<file path="src/rtl/rbus_axi_pkg.sv">
`default_nettype none
// ============================================================================
// Module      : rbus_axi_pkg
// Description : Shared AXI4 types, ID constants and the size-encoding helper
//               used by the rbus MIF to AXI bridge.
// Revision    : 1.0 - initial release
// ============================================================================
package rbus_axi_pkg;

    typedef enum logic [1:0] {
        AXI_BURST_FIXED = 2'b00,
        AXI_BURST_INCR  = 2'b01,
        AXI_BURST_WRAP  = 2'b10
    } axi_burst_t;

    typedef enum logic [1:0] {
        AXI_RESP_OKAY   = 2'b00,
        AXI_RESP_EXOKAY = 2'b01,
        AXI_RESP_SLVERR = 2'b10,
        AXI_RESP_DECERR = 2'b11
    } axi_resp_t;

    localparam int AXI_ID_WR = 0;
    localparam int AXI_ID_RD = 1;

    // AxSIZE encoding: log2 of the number of bytes per beat (1..128 bytes)
    function automatic logic [2:0] axi_size(input int bytes);
        logic [2:0] s;
        s = 3'd0;
        for (int i = 0; i < 8; i++) begin
            if ((1 << i) == bytes) begin
                s = 3'(i);
            end
        end
        return s;
    endfunction

endpackage : rbus_axi_pkg
`default_nettype wire

</file>
<file path="src/rtl/rbus_axi_addr_slot.sv">
`default_nettype none
// ============================================================================
// Module      : rbus_axi_addr_slot
// Description : Single-entry valid/hold register for an AXI address channel.
//               Loads an address, raises valid on the following cycle and
//               holds address and valid stable until the slave takes it.
// Revision    : 1.0 - initial release
// ============================================================================
module rbus_axi_addr_slot #(
    parameter int ADDR_W = 29
) (
    input  logic              clk,
    input  logic              rst,
    input  logic              i_load,
    input  logic [ADDR_W-1:0] i_addr,
    input  logic              i_ready,
    output logic              o_valid,
    output logic [ADDR_W-1:0] o_addr
);

    logic              valid_q, valid_d;
    logic [ADDR_W-1:0] addr_q,  addr_d;

    // Load has priority; the caller only loads while the slot is empty
    always_comb begin
        valid_d = valid_q;
        addr_d  = addr_q;
        if (i_load) begin
            valid_d = 1'b1;
            addr_d  = i_addr;
        end else if (valid_q && i_ready) begin
            valid_d = 1'b0;
        end
    end

    // Slot state register
    always_ff @(posedge clk) begin
        if (rst) begin
            valid_q <= 1'b0;
            addr_q  <= '0;
        end else begin
            valid_q <= valid_d;
            addr_q  <= addr_d;
        end
    end

    assign o_valid = valid_q;
    assign o_addr  = addr_q;

endmodule : rbus_axi_addr_slot
`default_nettype wire

</file>
<file path="src/rtl/rbus_mif_axi_bridge.sv">
`default_nettype none
// ============================================================================
// Module      : rbus_mif_axi_bridge
// Description : Bridge from an rbus MIF command/data port to an AXI4 master.
//               Registered AW/AR slots, bounded outstanding counters,
//               bridge-generated wlast and write-data gating.
//               Optional response checking: RBUS_MIF_AXI_RESP_CHECK_EN.
// Revision    : 1.0 - initial release
// ============================================================================
module rbus_mif_axi_bridge
    import rbus_axi_pkg::*;
#(
    parameter int DATA_W      = 64,
    parameter int ADDR_W      = 29,
    parameter int BURST_BEATS = 4,
    parameter int MAX_OUTST   = 4,
    parameter int ID_W        = 2
) (
    input  logic                             clk,
    input  logic                             rst,
    // command side
    input  logic                             co_wr_stb,
    input  logic                             co_rd_stb,
    input  logic [ADDR_W-1:0]                co_addr,
    output logic                             co_wr_rdy,
    output logic                             co_rd_rdy,
    // write data side
    input  logic                             do_stb,
    input  logic [DATA_W-1:0]                do_data,
    input  logic [DATA_W/8-1:0]              do_mask,
    output logic                             do_rdy,
    // responses
    output logic                             ci_wr_end,
    output logic                             di_en,
    output logic                             di_end,
    output logic [DATA_W-1:0]                di_data,
    // AXI write address
    output logic [ADDR_W-1:0]                M_AXI_awaddr,
    output logic [7:0]                       M_AXI_awlen,
    output logic [2:0]                       M_AXI_awsize,
    output logic [1:0]                       M_AXI_awburst,
    output logic [ID_W-1:0]                  M_AXI_awid,
    output logic                             M_AXI_awvalid,
    input  logic                             M_AXI_awready,
    output logic [3:0]                       M_AXI_awcache,
    output logic                             M_AXI_awlock,
    output logic [2:0]                       M_AXI_awprot,
    output logic [3:0]                       M_AXI_awqos,
    output logic [3:0]                       M_AXI_awregion,
    // AXI write data / response
    output logic [DATA_W-1:0]                M_AXI_wdata,
    output logic [DATA_W/8-1:0]              M_AXI_wstrb,
    output logic                             M_AXI_wlast,
    output logic                             M_AXI_wvalid,
    input  logic                             M_AXI_wready,
    input  logic [ID_W-1:0]                  M_AXI_bid,
    input  logic [1:0]                       M_AXI_bresp,
    input  logic                             M_AXI_bvalid,
    output logic                             M_AXI_bready,
    // AXI read address
    output logic [ADDR_W-1:0]                M_AXI_araddr,
    output logic [7:0]                       M_AXI_arlen,
    output logic [2:0]                       M_AXI_arsize,
    output logic [1:0]                       M_AXI_arburst,
    output logic [ID_W-1:0]                  M_AXI_arid,
    output logic                             M_AXI_arvalid,
    input  logic                             M_AXI_arready,
    output logic [3:0]                       M_AXI_arcache,
    output logic                             M_AXI_arlock,
    output logic [2:0]                       M_AXI_arprot,
    output logic [3:0]                       M_AXI_arqos,
    output logic [3:0]                       M_AXI_arregion,
    // AXI read data
    input  logic [DATA_W-1:0]                M_AXI_rdata,
    input  logic [ID_W-1:0]                  M_AXI_rid,
    input  logic [1:0]                       M_AXI_rresp,
    input  logic                             M_AXI_rlast,
    input  logic                             M_AXI_rvalid,
    output logic                             M_AXI_rready,
    // status
    output logic [2:0]                       err,
    output logic [$clog2(MAX_OUTST+1)-1:0]   wr_outst,
    output logic [$clog2(MAX_OUTST+1)-1:0]   rd_outst
);

    localparam int               CNT_W     = $clog2(MAX_OUTST + 1);
    localparam int               BEAT_W    = (BURST_BEATS > 1) ? $clog2(BURST_BEATS) : 1;
    localparam logic [BEAT_W-1:0] LAST_BEAT = BEAT_W'(BURST_BEATS - 1);
    localparam logic [CNT_W-1:0]  OUTST_MAX = CNT_W'(MAX_OUTST);
    localparam logic [7:0]        AXLEN     = 8'(BURST_BEATS - 1);
    localparam logic [2:0]        AXSIZE    = axi_size(DATA_W / 8);

    logic              w_wr_acc, w_rd_acc;
    logic              w_aw_valid, w_ar_valid;
    logic              w_wr_dec, w_rd_dec;
    logic              w_w_hs, w_w_done;
    logic [CNT_W-1:0]  wr_outst_q, wr_outst_d;
    logic [CNT_W-1:0]  rd_outst_q, rd_outst_d;
    logic [CNT_W-1:0]  wpend_q, wpend_d;
    logic [BEAT_W-1:0] wbeat_q, wbeat_d;

    // ---------------- command acceptance ----------------
    assign co_wr_rdy = !w_aw_valid && (wr_outst_q < OUTST_MAX);
    assign co_rd_rdy = !w_ar_valid && (rd_outst_q < OUTST_MAX) && !co_wr_stb;
    assign w_wr_acc  = co_wr_stb && co_wr_rdy;
    assign w_rd_acc  = co_rd_stb && co_rd_rdy;

    rbus_axi_addr_slot #(.ADDR_W(ADDR_W)) u_aw_slot (
        .clk     (clk),
        .rst     (rst),
        .i_load  (w_wr_acc),
        .i_addr  (co_addr),
        .i_ready (M_AXI_awready),
        .o_valid (w_aw_valid),
        .o_addr  (M_AXI_awaddr)
    );

    rbus_axi_addr_slot #(.ADDR_W(ADDR_W)) u_ar_slot (
        .clk     (clk),
        .rst     (rst),
        .i_load  (w_rd_acc),
        .i_addr  (co_addr),
        .i_ready (M_AXI_arready),
        .o_valid (w_ar_valid),
        .o_addr  (M_AXI_araddr)
    );

    // ---------------- constant AXI fields ----------------
    assign M_AXI_awvalid  = w_aw_valid;
    assign M_AXI_awlen    = AXLEN;
    assign M_AXI_awsize   = AXSIZE;
    assign M_AXI_awburst  = AXI_BURST_INCR;
    assign M_AXI_awid     = ID_W'(AXI_ID_WR);
    assign M_AXI_awcache  = 4'd0;
    assign M_AXI_awlock   = 1'b0;
    assign M_AXI_awprot   = 3'd0;
    assign M_AXI_awqos    = 4'd0;
    assign M_AXI_awregion = 4'd0;

    assign M_AXI_arvalid  = w_ar_valid;
    assign M_AXI_arlen    = AXLEN;
    assign M_AXI_arsize   = AXSIZE;
    assign M_AXI_arburst  = AXI_BURST_INCR;
    assign M_AXI_arid     = ID_W'(AXI_ID_RD);
    assign M_AXI_arcache  = 4'd0;
    assign M_AXI_arlock   = 1'b0;
    assign M_AXI_arprot   = 3'd0;
    assign M_AXI_arqos    = 4'd0;
    assign M_AXI_arregion = 4'd0;

    // ---------------- write data path ----------------
    // Data only flows once a write command has been accepted for it
    assign M_AXI_wvalid = do_stb && (wpend_q != '0);
    assign do_rdy       = M_AXI_wready && (wpend_q != '0);
    assign M_AXI_wdata  = do_data;
    assign M_AXI_wstrb  = ~do_mask;
    assign M_AXI_wlast  = (wbeat_q == LAST_BEAT);
    assign w_w_hs       = M_AXI_wvalid && M_AXI_wready;
    assign w_w_done     = w_w_hs && M_AXI_wlast;

    // ---------------- read / response pass-through ----------------
    assign M_AXI_bready = 1'b1;
    assign M_AXI_rready = 1'b1;
    assign ci_wr_end    = M_AXI_bvalid;
    assign di_en        = M_AXI_rvalid;
    assign di_end       = M_AXI_rlast;
    assign di_data      = M_AXI_rdata;

    // Decrements are ignored at zero so a stray response cannot underflow
    assign w_wr_dec = M_AXI_bvalid && (wr_outst_q != '0);
    assign w_rd_dec = M_AXI_rvalid && M_AXI_rlast && (rd_outst_q != '0);

    // Next-state for outstanding counters, pending bursts and beat counter
    always_comb begin
        wr_outst_d = wr_outst_q;
        rd_outst_d = rd_outst_q;
        wpend_d    = wpend_q;
        wbeat_d    = wbeat_q;
        if (w_wr_acc && !w_wr_dec) begin
            wr_outst_d = wr_outst_q + CNT_W'(1);
        end else if (!w_wr_acc && w_wr_dec) begin
            wr_outst_d = wr_outst_q - CNT_W'(1);
        end
        if (w_rd_acc && !w_rd_dec) begin
            rd_outst_d = rd_outst_q + CNT_W'(1);
        end else if (!w_rd_acc && w_rd_dec) begin
            rd_outst_d = rd_outst_q - CNT_W'(1);
        end
        if (w_wr_acc && !w_w_done) begin
            wpend_d = wpend_q + CNT_W'(1);
        end else if (!w_wr_acc && w_w_done) begin
            wpend_d = wpend_q - CNT_W'(1);
        end
        if (w_w_hs) begin
            wbeat_d = M_AXI_wlast ? '0 : wbeat_q + BEAT_W'(1);
        end
    end

    // Counter registers
    always_ff @(posedge clk) begin
        if (rst) begin
            wr_outst_q <= '0;
            rd_outst_q <= '0;
            wpend_q    <= '0;
            wbeat_q    <= '0;
        end else begin
            wr_outst_q <= wr_outst_d;
            rd_outst_q <= rd_outst_d;
            wpend_q    <= wpend_d;
            wbeat_q    <= wbeat_d;
        end
    end

    assign wr_outst = wr_outst_q;
    assign rd_outst = rd_outst_q;

`ifdef RBUS_MIF_AXI_RESP_CHECK_EN
    logic [BEAT_W-1:0] rbeat_q, rbeat_d;
    logic [2:0]        err_q, err_d;

    // Track read beats; rlast re-aligns the counter so one bad burst
    // does not poison the following ones. Flags are sticky until reset.
    always_comb begin
        rbeat_d = rbeat_q;
        err_d   = err_q;
        if (M_AXI_rvalid) begin
            rbeat_d = (M_AXI_rlast || (rbeat_q == LAST_BEAT)) ? '0 : rbeat_q + BEAT_W'(1);
            if (M_AXI_rlast != (rbeat_q == LAST_BEAT)) begin
                err_d[2] = 1'b1;
            end
            if (M_AXI_rresp != AXI_RESP_OKAY) begin
                err_d[1] = 1'b1;
            end
        end
        if (M_AXI_bvalid && (M_AXI_bresp != AXI_RESP_OKAY)) begin
            err_d[0] = 1'b1;
        end
    end

    // Checker registers
    always_ff @(posedge clk) begin
        if (rst) begin
            rbeat_q <= '0;
            err_q   <= 3'b000;
        end else begin
            rbeat_q <= rbeat_d;
            err_q   <= err_d;
        end
    end

    assign err = err_q;
`else
    assign err = 3'b000;
`endif

    // IDs and (without checking) response codes are intentionally not consumed
    logic w_unused;
    assign w_unused = ^{M_AXI_bid, M_AXI_rid, M_AXI_bresp, M_AXI_rresp};

endmodule : rbus_mif_axi_bridge
`default_nettype wire
</file>
<file path="config.mk">
export PLATFORM = sky130hd
export DESIGN_NAME = rbus_mif_axi_bridge
export DESIGN_NICKNAME = d
export VERILOG_FILES = /design/src/rtl/rbus_axi_pkg.sv /design/src/rtl/rbus_axi_addr_slot.sv /design/src/rtl/rbus_mif_axi_bridge.sv
export SDC_FILE = /design/constraint.sdc
export NUM_CORES = 1
export LEC_CHECK = 0
export ABC_AREA = 1
export BUFFER_PORTS_ARGS = -buffer_cell sky130_fd_sc_hd__buf_2
export CORE_AREA = 4 4 178 180
export DETAILED_ROUTE_END_ITERATION = 8
export DIE_AREA = 0 0 182 184
export MAX_ROUTING_LAYER = met4
export PLACE_DENSITY_LB_ADDON = 0.25
export SYNTH_ARGS = -nofsm -noshare
export SYNTH_HDL_FRONTEND = slang
export SYNTH_HIERARCHICAL = 1
export SYNTH_SLANG_ARGS = --single-unit
</file>
<file path="constraint.sdc">
create_clock -name clk -period 4.2 [get_ports clk]
set_clock_uncertainty 0.05 [all_clocks]
set_input_delay 0.63 -clock clk [delete_from_list [all_inputs] [get_ports clk]]
set_output_delay 0.63 -clock clk [all_outputs]
set_load 0.005 [all_outputs]
</file>
==> Yosys cells after proc, flatten, opt, wreduce, memory -nomap -nowiden <==
Cells that the tools add are included.
{ "totals": {"regBits": 71, "in_bits": 184, "elab_cells": 66} }
{ "classes": {"addsub": 7, "magnitude_cmp": 2, "eq_ne": 1, "n_mux": 11, "n_bitwise": 1, "reduce_logical": 36} }
{ "ops": {"columns": ["op", "count"], "rows": [
  ["$logic_and A1 B1 Y1", 20],
  ["$mux W3", 6],
  ["$reduce_bool A2 Y1", 5],
  ["$add A3 B1 Y3 const B", 3],
  ["$reduce_bool A3 Y1", 3],
  ["$sub A3 B1 Y3 const B", 3],
  ["$logic_not A1 Y1", 8],
  ["$not A8 Y8", 1],
  ["$lt A3 B3 Y1 const B", 2],
  ["$mux W1", 4],
  ["$add A2 B1 Y2 const B", 1],
  ["$eq A2 B2 Y1 const B", 1],
  ["$mux W2", 1]
]} }

==> Longest topological paths before layout <==
Gate-level depths: netlist (run 1).
{ "depth": {"word_depth": 8, "ltp_mapped": 14, "depth_no_buf": 14} }

==> Hierarchy <==
Netlist (run 1), hierarchy kept.
{ "modules_own_cells": {"columns": ["module", "n_inst", "cells_per_inst", "area_each_um2"], "rows": [
  ["rbus_mif_axi_bridge", 1, 303, 2199.6],
  ["rbus_axi_addr_slot", 2, 131, 1091.0]
]} }

==> Worst setup path after synthesis (run 1) <==
OpenSTA, ideal clock, no wires.
{ "synth_path": {"path_kind": "input port to flip-flop", "startpoint": "input port co_wr_stb", "endpoint": "register wpend_q[2]", "setup_ns": 0.113, "arrival_time_ns": 2.031, "required_time_ns": 4.037, "slack_ns": 2.006, "path_stages": 10, "n_path_buf": 0, "cell_sequence": "nor3b_1 > ha_1 > inv_1 > fa_1 > inv_1 > nand2_1 > nand3_1 > nand2_1 > nand2_1 > nor2_1"} }
{ "synth_between": {"elab_chain_len": 4, "elab_cells_between_ends": 6} }
{ "synth_rtl": {"columns": ["item", "line", "rtl"], "rows": [
  ["from (decl)", "rbus_mif_axi_bridge.sv:22", "input logic co_wr_stb,"],
  ["$logic_and A1 B1 Y1 *", "rbus_mif_axi_bridge.sv:105", "assign w_wr_acc = co_wr_stb && co_wr_rdy;"],
  ["$logic_not A1 Y1", "rbus_mif_axi_bridge.sv:191", "end else if (!w_wr_acc && w_w_done) begin"],
  ["$logic_and A1 B1 Y1", "rbus_mif_axi_bridge.sv:191", null],
  ["$reduce_bool A2 Y1 (no line)", null, null],
  ["to (signal assigned)", "rbus_mif_axi_bridge.sv:209", "wpend_q <= wpend_d;"],
  ["to (decl)", "rbus_mif_axi_bridge.sv:99", "logic [CNT_W-1:0] wpend_q, wpend_d;"]
]} }
Every way passes the cells marked *; elsewhere a longest branch is shown, timed or not.
A chain may end at the register's enable or synchronous reset.

==> Final worst setup path (run 1) <==
{ "layout_path": {"startpoint": "register wr_outst_q[2] (netlist: wr_outst[2])", "endpoint": "register wpend_q[2]"} }
{ "layout_between": {"elab_chain_len": 6, "elab_cells_between_ends": 8} }
{ "layout_rtl": {"columns": ["item", "line", "rtl"], "rows": [
  ["from (decl)", "rbus_mif_axi_bridge.sv:97", "logic [CNT_W-1:0] wr_outst_q, wr_outst_d;"],
  ["from (signal assigned)", "rbus_mif_axi_bridge.sv:207", "wr_outst_q <= wr_outst_d;"],
  ["$lt A3 B3 Y1 *", "rbus_mif_axi_bridge.sv:103", "assign co_wr_rdy = !w_aw_valid && (wr_outst_q < OUTST_MAX);"],
  ["$logic_and A1 B1 Y1 *", "rbus_mif_axi_bridge.sv:103", null],
  ["$logic_and A1 B1 Y1 *", "rbus_mif_axi_bridge.sv:105", null],
  ["named net w_wr_acc", "rbus_mif_axi_bridge.sv:93", "logic w_wr_acc, w_rd_acc;"],
  ["$logic_not A1 Y1", "rbus_mif_axi_bridge.sv:191", null],
  ["$logic_and A1 B1 Y1", "rbus_mif_axi_bridge.sv:191", null],
  ["$reduce_bool A2 Y1 (no line)", null, null]
]} }
Mark *: on every way through the listed nets, which the timed path passes. The rest lies on a longest branch.

==> results by group, run 1 <==
Clock network
  – Reg clk slew, reported paths: roughly 70 ps
  – CTS buffer count: 9
  – Post-CTS Repair Setup Buffers: 0
  – Hold-fix buffers, CTS: 0
  – Clk_lat worst skew: ~340 ps
  – CTS tree: yes
  – Root cell of the clock tree: clkbuf_16
  – Clk sink count: 71
  – H-tree lvl count: 3
  – Post-cts sizing count: 0
  – Max clock buf depth: 2

Detailed routing
  – ANT nets after route: 0
  – Vias per std cell: 3.21
  – First drt pass iteration count: 4
  – Initial DRC count: 61
  – Total number of vias: 3081
  – Routed wire per std cell: around 15 microns
  – Final WL: between 10000 and 15000 microns
  – DRC: 0

Global route
  – Antenna violations before repair: 0
  – Total grt overflow: 0
  – Vias in the first global route: approximately 3000
  – Largest net degree at the start of global routing: 31
  – Total Routing Usage GR: approximately 8.5%
  – First-pass GRT wire length: approximately 20000 microns

Worst setup path
  – R2R Path End: wpend_q[2]$_SDFFE_PP0P_
  – Setup CP Type: reg -> reg
  – Max stage delay on crit path: roughly 380 ps
  – Crit path DAT: around 2100 ps
  – Crit path required time: around 4400 ps
  – CP max stage cell: fa_1
  – Startpoint types: register
  – Worst path bufs/invs: 3
  – Critical path, cell by cell: nor3b_2, buf_4, ha_1, inv_1, fa_1, inv_1, nand2_1, nand3_1, nand2_1, nand2_1, nor2_1
  – Launching point of the worst reg2reg path: wr_outst[2]$_SDFFE_PP0P_
  – Cell mode on critical path: nand2_1
  – FF-to-FF setup slack: approximately 2300 ps
  – Worst r2r path cells: 11
  – Endpoint class of the critical path: register
  – Critical path's top delay family: adder cells
  – Max FO, Critical Path: 12

Yosys
  – Synth Area per Inst: 7.76 sq um
  – Distinct cells, synth: 29
  – Seq/Total Area, Yosys: between 30% and 40%
  – Post-synthesis instance total: 565
  – Mapped cell area: 4380 sq um
  – Seq cells post-synth: 71
  – Synthesis warning total: 6

Pwr
  – P_leak: 2.25 nW
  – Cell Pwr Density: 521 nW/um^2
  – Maximum VDD drop: between 0.15 and 0.2 mV

Hold path
  – Worst min path class: reg -> reg
  – Worst Hold Launch: u_aw_slot/o_addr[23]$_SDFFE_PP0P_
  – Hold Crit Endpoint: u_aw_slot/o_addr[23]$_SDFFE_PP0P_
  – Hold Crit Depth: 2

STA
  – Max_slew headroom: around 55%
  – Peak Freq: about 520 MHz
  – Count of final hold-check violations: 0
  – Unrepaired setup endpoints after global routing: false
  – Slew at the pin closest to its max-slew limit: 670 ps
  – Worst hold margin: ~430 ps
  – # setup viols final: 0
  – Final period utilization: about 46%
  – Slew Viols, Final: 0
  – Setup TNS: 0 ps
  – Crit path time final: approximately 1900 ps

Job
  – MaxCap Viol Count: 0

Placement
  – Inst Count DP: 942
  – DP Area: 4140 sq um
  – Number of port buffers: around 130
  – GPL Wtd Cong: around 0.71
  – Hpwl dp: 10600 microns

Floorplan
  – Core area: around 30000 sq um
  – Die ar.: about 33000 sq um
  – Die H: 184 microns
  – # rows: 64
  – Die width: ~180 microns
  – IO Count: between 400 and 500
  – Initial Util: 14.5%

Outcome
  – Status: complete, no violations

Final layout
  – Nets: around 750
  – Layout cells sized above 1: about 30%
  – Most frequent cells in the layout: buf_2 (129), nor2_1 (123), dfxtp_1 (71), conb_1 (67), o21ai_0 (53)
  – Design area: about 4500 sq um
  – Final std cells w/o fill: 959
  – P&R area growth vs syn: 2.00%
  – Layout fillers: around 3500
  – Commonest non-fill, non-tap cell in the layout: buf_2
==> worst reg2reg max path: stages, from the launching register on <==
cell	delay, ps
dfxtp_1	370
nor3b_2	190
buf_4	230
ha_1	200
inv_1	60
fa_1	380
inv_1	60
nand2_1	40
nand3_1	80
nand2_1	60
nand2_1	50
nor2_1	40
==> power by group <==
| group | switching, W | internal [W] |
|---|---|---|
| clock | 0.000340 | 0.000542 |
| combinational | 0.000359 | 0.000224 |
| sequential | 0.0000737 | 0.000790 |
==> worst max-delay path by stage <==
stage                     cells past startpoint                      from                  endpoint  slack [ps]
after floorplan                              10                 co_wr_stb   wpend_q[2]$_SDFFE_PP0P_        2010
after global placement                       12                 co_wr_stb   wpend_q[2]$_SDFFE_PP0P_        1900
after detailed placement                     12                 co_wr_stb   wpend_q[2]$_SDFFE_PP0P_        1920
after CTS                                    11  wr_outst[2]$_SDFFE_PP0P_  wr_outst[2]$_SDFFE_PP0P_        2250
after global routing                         11  wr_outst[2]$_SDFFE_PP0P_  wr_outst[2]$_SDFFE_PP0P_        2090
final                                        11  wr_outst[2]$_SDFFE_PP0P_   wpend_q[2]$_SDFFE_PP0P_        2290
==> metrics by stage <==
step / power, W / utilization [%] / setup slack [ps]
after floorplan: 0.00138 / - / 2010
after global placement: 0.00148 / 13.7 / 1900
final: 0.00233 / 14.8 / 2290
after global routing: 0.00252 / 14.8 / 2090
after CTS: 0.00240 / 14.8 / 2250
after detailed placement: 0.00148 / 13.7 / 1920
==> cell type report <==
class / instances / area, sq um / area share [%]
clock inverters: 6 / 91.3 / 2.04
diodes: 1 / 2.50 / 0.0560
clock buffers: 10 / 239 / 5.35
well taps: 396 / 495 / 11.1
repair buffers: 132 / 668 / 14.9
inverters: 34 / 138 / 3.08
multi-input cells: 309 / 1410 / 31.6
flip-flops and latches: 71 / 1420 / 31.8
==> logic make-up after synthesis <==
family          Yosys count  share of synthesized area (%)
simple gates            164                           15.4
other cells               2                          0.171
buf+inv                 250                           41.0
flops                    71                           32.4
xor+xnor                  1                          0.200
compound gates           70                           8.28
fa+ha+maj                 7                           2.51
==> cells in the mapped netlist, drive strengths merged <==
cell,number,area [sq um]
buf,212,1640
nor2,136,543
dfxtp,71,1420
o21ai,63,315
inv,33,134
nand2,20,77.6
a21oi,5,32.5
nand3,5,30.0
clkbuf,4,20.0
ha,4,50.1
fa,3,60.1
conb,2,7.51
and2,1,6.26
clkinv,1,3.75
nor3,1,10.0
nor3b,1,7.51
o211ai,1,7.51
o31ai,1,7.51
xor2,1,8.76
==> flip-flops by register name, summed over array words and instances, names as in the netlist <==
register           count
u_ar_slot/o_valid      1
wbeat_q                2
u_aw_slot/o_addr      29
rd_outst               3
u_aw_slot/o_valid      1
wpend_q                3
wr_outst               3
u_ar_slot/o_addr      29
==> metal layers <==
layer | global-route usage (%) | wire length [microns] | up-vias
met3 | 4.27 | 1790 | 72
met2 | 13.3 | 6730 | 203
met1 | 8.57 | 5170 | 1346
li1 | - | - | 1460
met4 | 5.37 | 820 | 0
met5 | - | 0 | -
Power figures use the tool's default switching activity.
==> run 2: changes to the inputs <==
--- a/config.mk
+++ b/config.mk
@@ -7,9 +7,9 @@
 export LEC_CHECK = 0
 export ABC_AREA = 1
 export BUFFER_PORTS_ARGS = -buffer_cell sky130_fd_sc_hd__buf_2
-export CORE_AREA = 4 4 178 180
+export CORE_AREA = 4 4 177 179
 export DETAILED_ROUTE_END_ITERATION = 8
-export DIE_AREA = 0 0 182 184
+export DIE_AREA = 0 0 181 183
 export MAX_ROUTING_LAYER = met4
 export PLACE_DENSITY_LB_ADDON = 0.25
 export SYNTH_ARGS = -nofsm -noshare
==> constraint.sdc (replaced) <==
create_clock -name clk -period 1.7 [get_ports clk]
set_clock_uncertainty 0.05 [all_clocks]
set_input_delay 0.255 -clock clk [delete_from_list [all_inputs] [get_ports clk]]
set_output_delay 0.255 -clock clk [all_outputs]
set_load 0.005 [all_outputs]
==> run 2 against run 1 <==
Largest cell class is now multi-input gates. Largest power group is now sequential cells. Fmax increased by 10%. Via count increased by 4.0%. Count of clock-buffer cells in the layout unchanged. First-iteration DRC count grew 15%. Critical path depth unchanged. Hold slack got worse by 330 ps. The run now ends with setup timing left. Cell area is 6.9% higher. Clock power increased by 130%. Highest routed layer unchanged.
==> results by group, run 2 (same netlist as run 1, synthesis figures left out) <==
Outcome
  – Status: complete, but fails checks
  – Failing checks: setup timing

Final layout
  – Fin util: between 10% and 20%
  – Design area: about 4800 sq um
  – Most frequent cells in the layout: buf_2 (129), nor2_1 (122), conb_1 (67), dfxtp_1 (67), o21ai_0 (51)
  – Commonest non-fill, non-tap cell in the layout: buf_2
  – Layout cells sized above 1: 37.5%
  – P&R area growth vs syn: 8.99%
  – Layout fillers: approximately 3400
  – Multi-input gate area: 1500 sq um
  – Nets: 772
  – ANT cells: 0
  – Register area: 1430 sq um

Detailed routing
  – Vias per std cell: between 3 and 4
  – Final WL: 15000 microns
  – DRC: 0
  – Total number of vias: ~3200
  – Routed wire per std cell: 15.4 microns
  – First drt pass iteration count: 4
  – Initial DRC count: 70
  – ANT nets after route: 0

STA
  – Crit path time final: 1730 ps
  – Setup TNS: -94.6 ps
  – # setup viols final: 3
  – Final period utilization: 102%
  – Unrepaired setup endpoints after global routing: true
  – Count of final hold-check violations: 0
  – Worst hold margin: a little over 100 ps
  – Slew Viols, Final: 0
  – Peak Freq: between 500 and 600 MHz
  – Final worst slack: -34.5 ps

Placement
  – GPL Wtd Cong: between 0.7 and 0.8
  – DP Area: about 4300 sq um
  – Pre-CTS setup slack: -125 ps
  – Number of port buffers: 129
  – Hpwl dp: 11700 microns

Hold path
  – Worst min path class: in -> reg
  – Hold Crit Depth: 3
  – Worst Hold Launch: co_addr[11]

Worst setup path
  – Setup CP Type: reg -> reg
  – Crit path required time: 1880 ps
  – Cell mode on critical path: nand2_1
  – Endpoint class of the critical path: register
  – Critical path, cell by cell: nor3_4, and2_4, ha_2, inv_2, fa_2, inv_1, nand2_1, nand3_2, nand2_1, nand2_1, nor2_1
  – CP startpoint: rd_outst[2]$_SDFFE_PP0P_
  – CP max stage cell: dfxtp_4
  – Worst path bufs/invs: 2
  – Max stage delay on crit path: around 360 ps
  – Critical path's top delay family: simple AND/OR/NAND/NOR gates
  – Worst path depth: 11
  – Launching point of the worst reg2reg path: rd_outst[2]$_SDFFE_PP0P_
  – Worst r2r path cells: 11
  – Crit path DAT: 1920 ps
  – Startpoint types: register
  – Max FO, Critical Path: 3

Floorplan
  – Core area: slightly below 30000 sq um
  – Die ar.: roughly 33000 sq um
  – # rows: 63
  – Die H: 183 microns
  – IO Count: roughly 460
  – Die width: about 180 microns
  – Initial Util: between 10 and 15%

Clock network
  – Clk_lat worst skew: approximately 340 ps
  – CTS buffer count: 9
  – Reg clk slew, reported paths: about 70 ps
  – CTS tree: yes
  – Root cell of the clock tree: clkbuf_16
  – Max clock buf depth: 2
  – Clk sink count: just over 70
  – Hold-fix buffers, CTS: 0
  – H-tree lvl count: 3

Job
  – MaxCap Viol Count: 0

Global route
  – GRT met2 Usage: 13.0%
  – Met1 Use GR: roughly a tenth
  – Antenna violations before repair: 0
  – Vias in the first global route: just over 3000
  – Gr busiest metal: met2
  – Total grt overflow: 0
  – Largest net degree at the start of global routing: 31
  – Global Route met3 Usage: roughly 5.4%
  – First-pass GRT wire length: 20800 microns
  – Total Routing Usage GR: between 8 and 9%

Pwr
  – Cell Pwr Density: about 1300 nW/um^2
  – Maximum VDD drop: just over 0.3 mV
  – P_leak: 2.38 nW
## run 2: changes by cell type in the layout (fill, tap and decap cells not counted), sizes merged
cell / delta
buf: +24
bufinv: -1
clkinv: +1
clkinvlp: +1
diode: -1
inv: -1
## run 2: worst paths after layout
| kind | end | slack, ps |
|---|---|---|
| setup / recovery | rd_outst[2]$_SDFFE_PP0P_ | -30 |
| hold / removal | u_ar_slot/o_addr[11]$_SDFFE_PP0P_ | 100 |
| setup reg to reg | rd_outst[2]$_SDFFE_PP0P_ | -30 |
| hold reg to reg | rd_outst[0]$_SDFFE_PP0P_ | 430 |
## run 2: repair_timing
action                                 4_1_cts  5_1_grt
setup endpoints to repair                    5       51
pin swaps                                    6        8
setup buffers                                3        3
resized for setup                           16       15
endpoints found under the hold margin        0        0
## run 2: through the flow
step | instances | total power, W
finish | 976 | 0.00600
global route | 976 | 0.00652
CTS | 974 | 0.00611
detailed placement | 955 | 0.00386
global placement | 955 | 0.00385
floorplan | 630 | 0.00343
## run 2: worst min-delay path: cells and delay by family
family                 cells  cell delay [ps]
and+or+nand+nor            2              120
buffers and inverters      1               90
## run 2: where the power goes
group          internal [W]  total [W]  switching (W)
sequential          0.00196    0.00214       0.000178
clock               0.00119    0.00205       0.000860
combinational      0.000808    0.00182        0.00101
## run 2: layout make-up
class                      count  share of cell area, %
clock buffer                  10                   5.00
clock inverter                 6                   1.44
inverter                      34                   2.88
multi-input combinational    309                   31.3
sequential                    71                   30.0
tap                          390                   10.2
timing repair buffer         156                   19.2
## run 2: per-layer routing
metal | vias to the layer above | routed length, microns
met5 | - | 0
met4 | 0 | 601
met3 | 48 | 2030
met2 | 205 | 6640
met1 | 1439 | 5730
li1 | 1511 | -
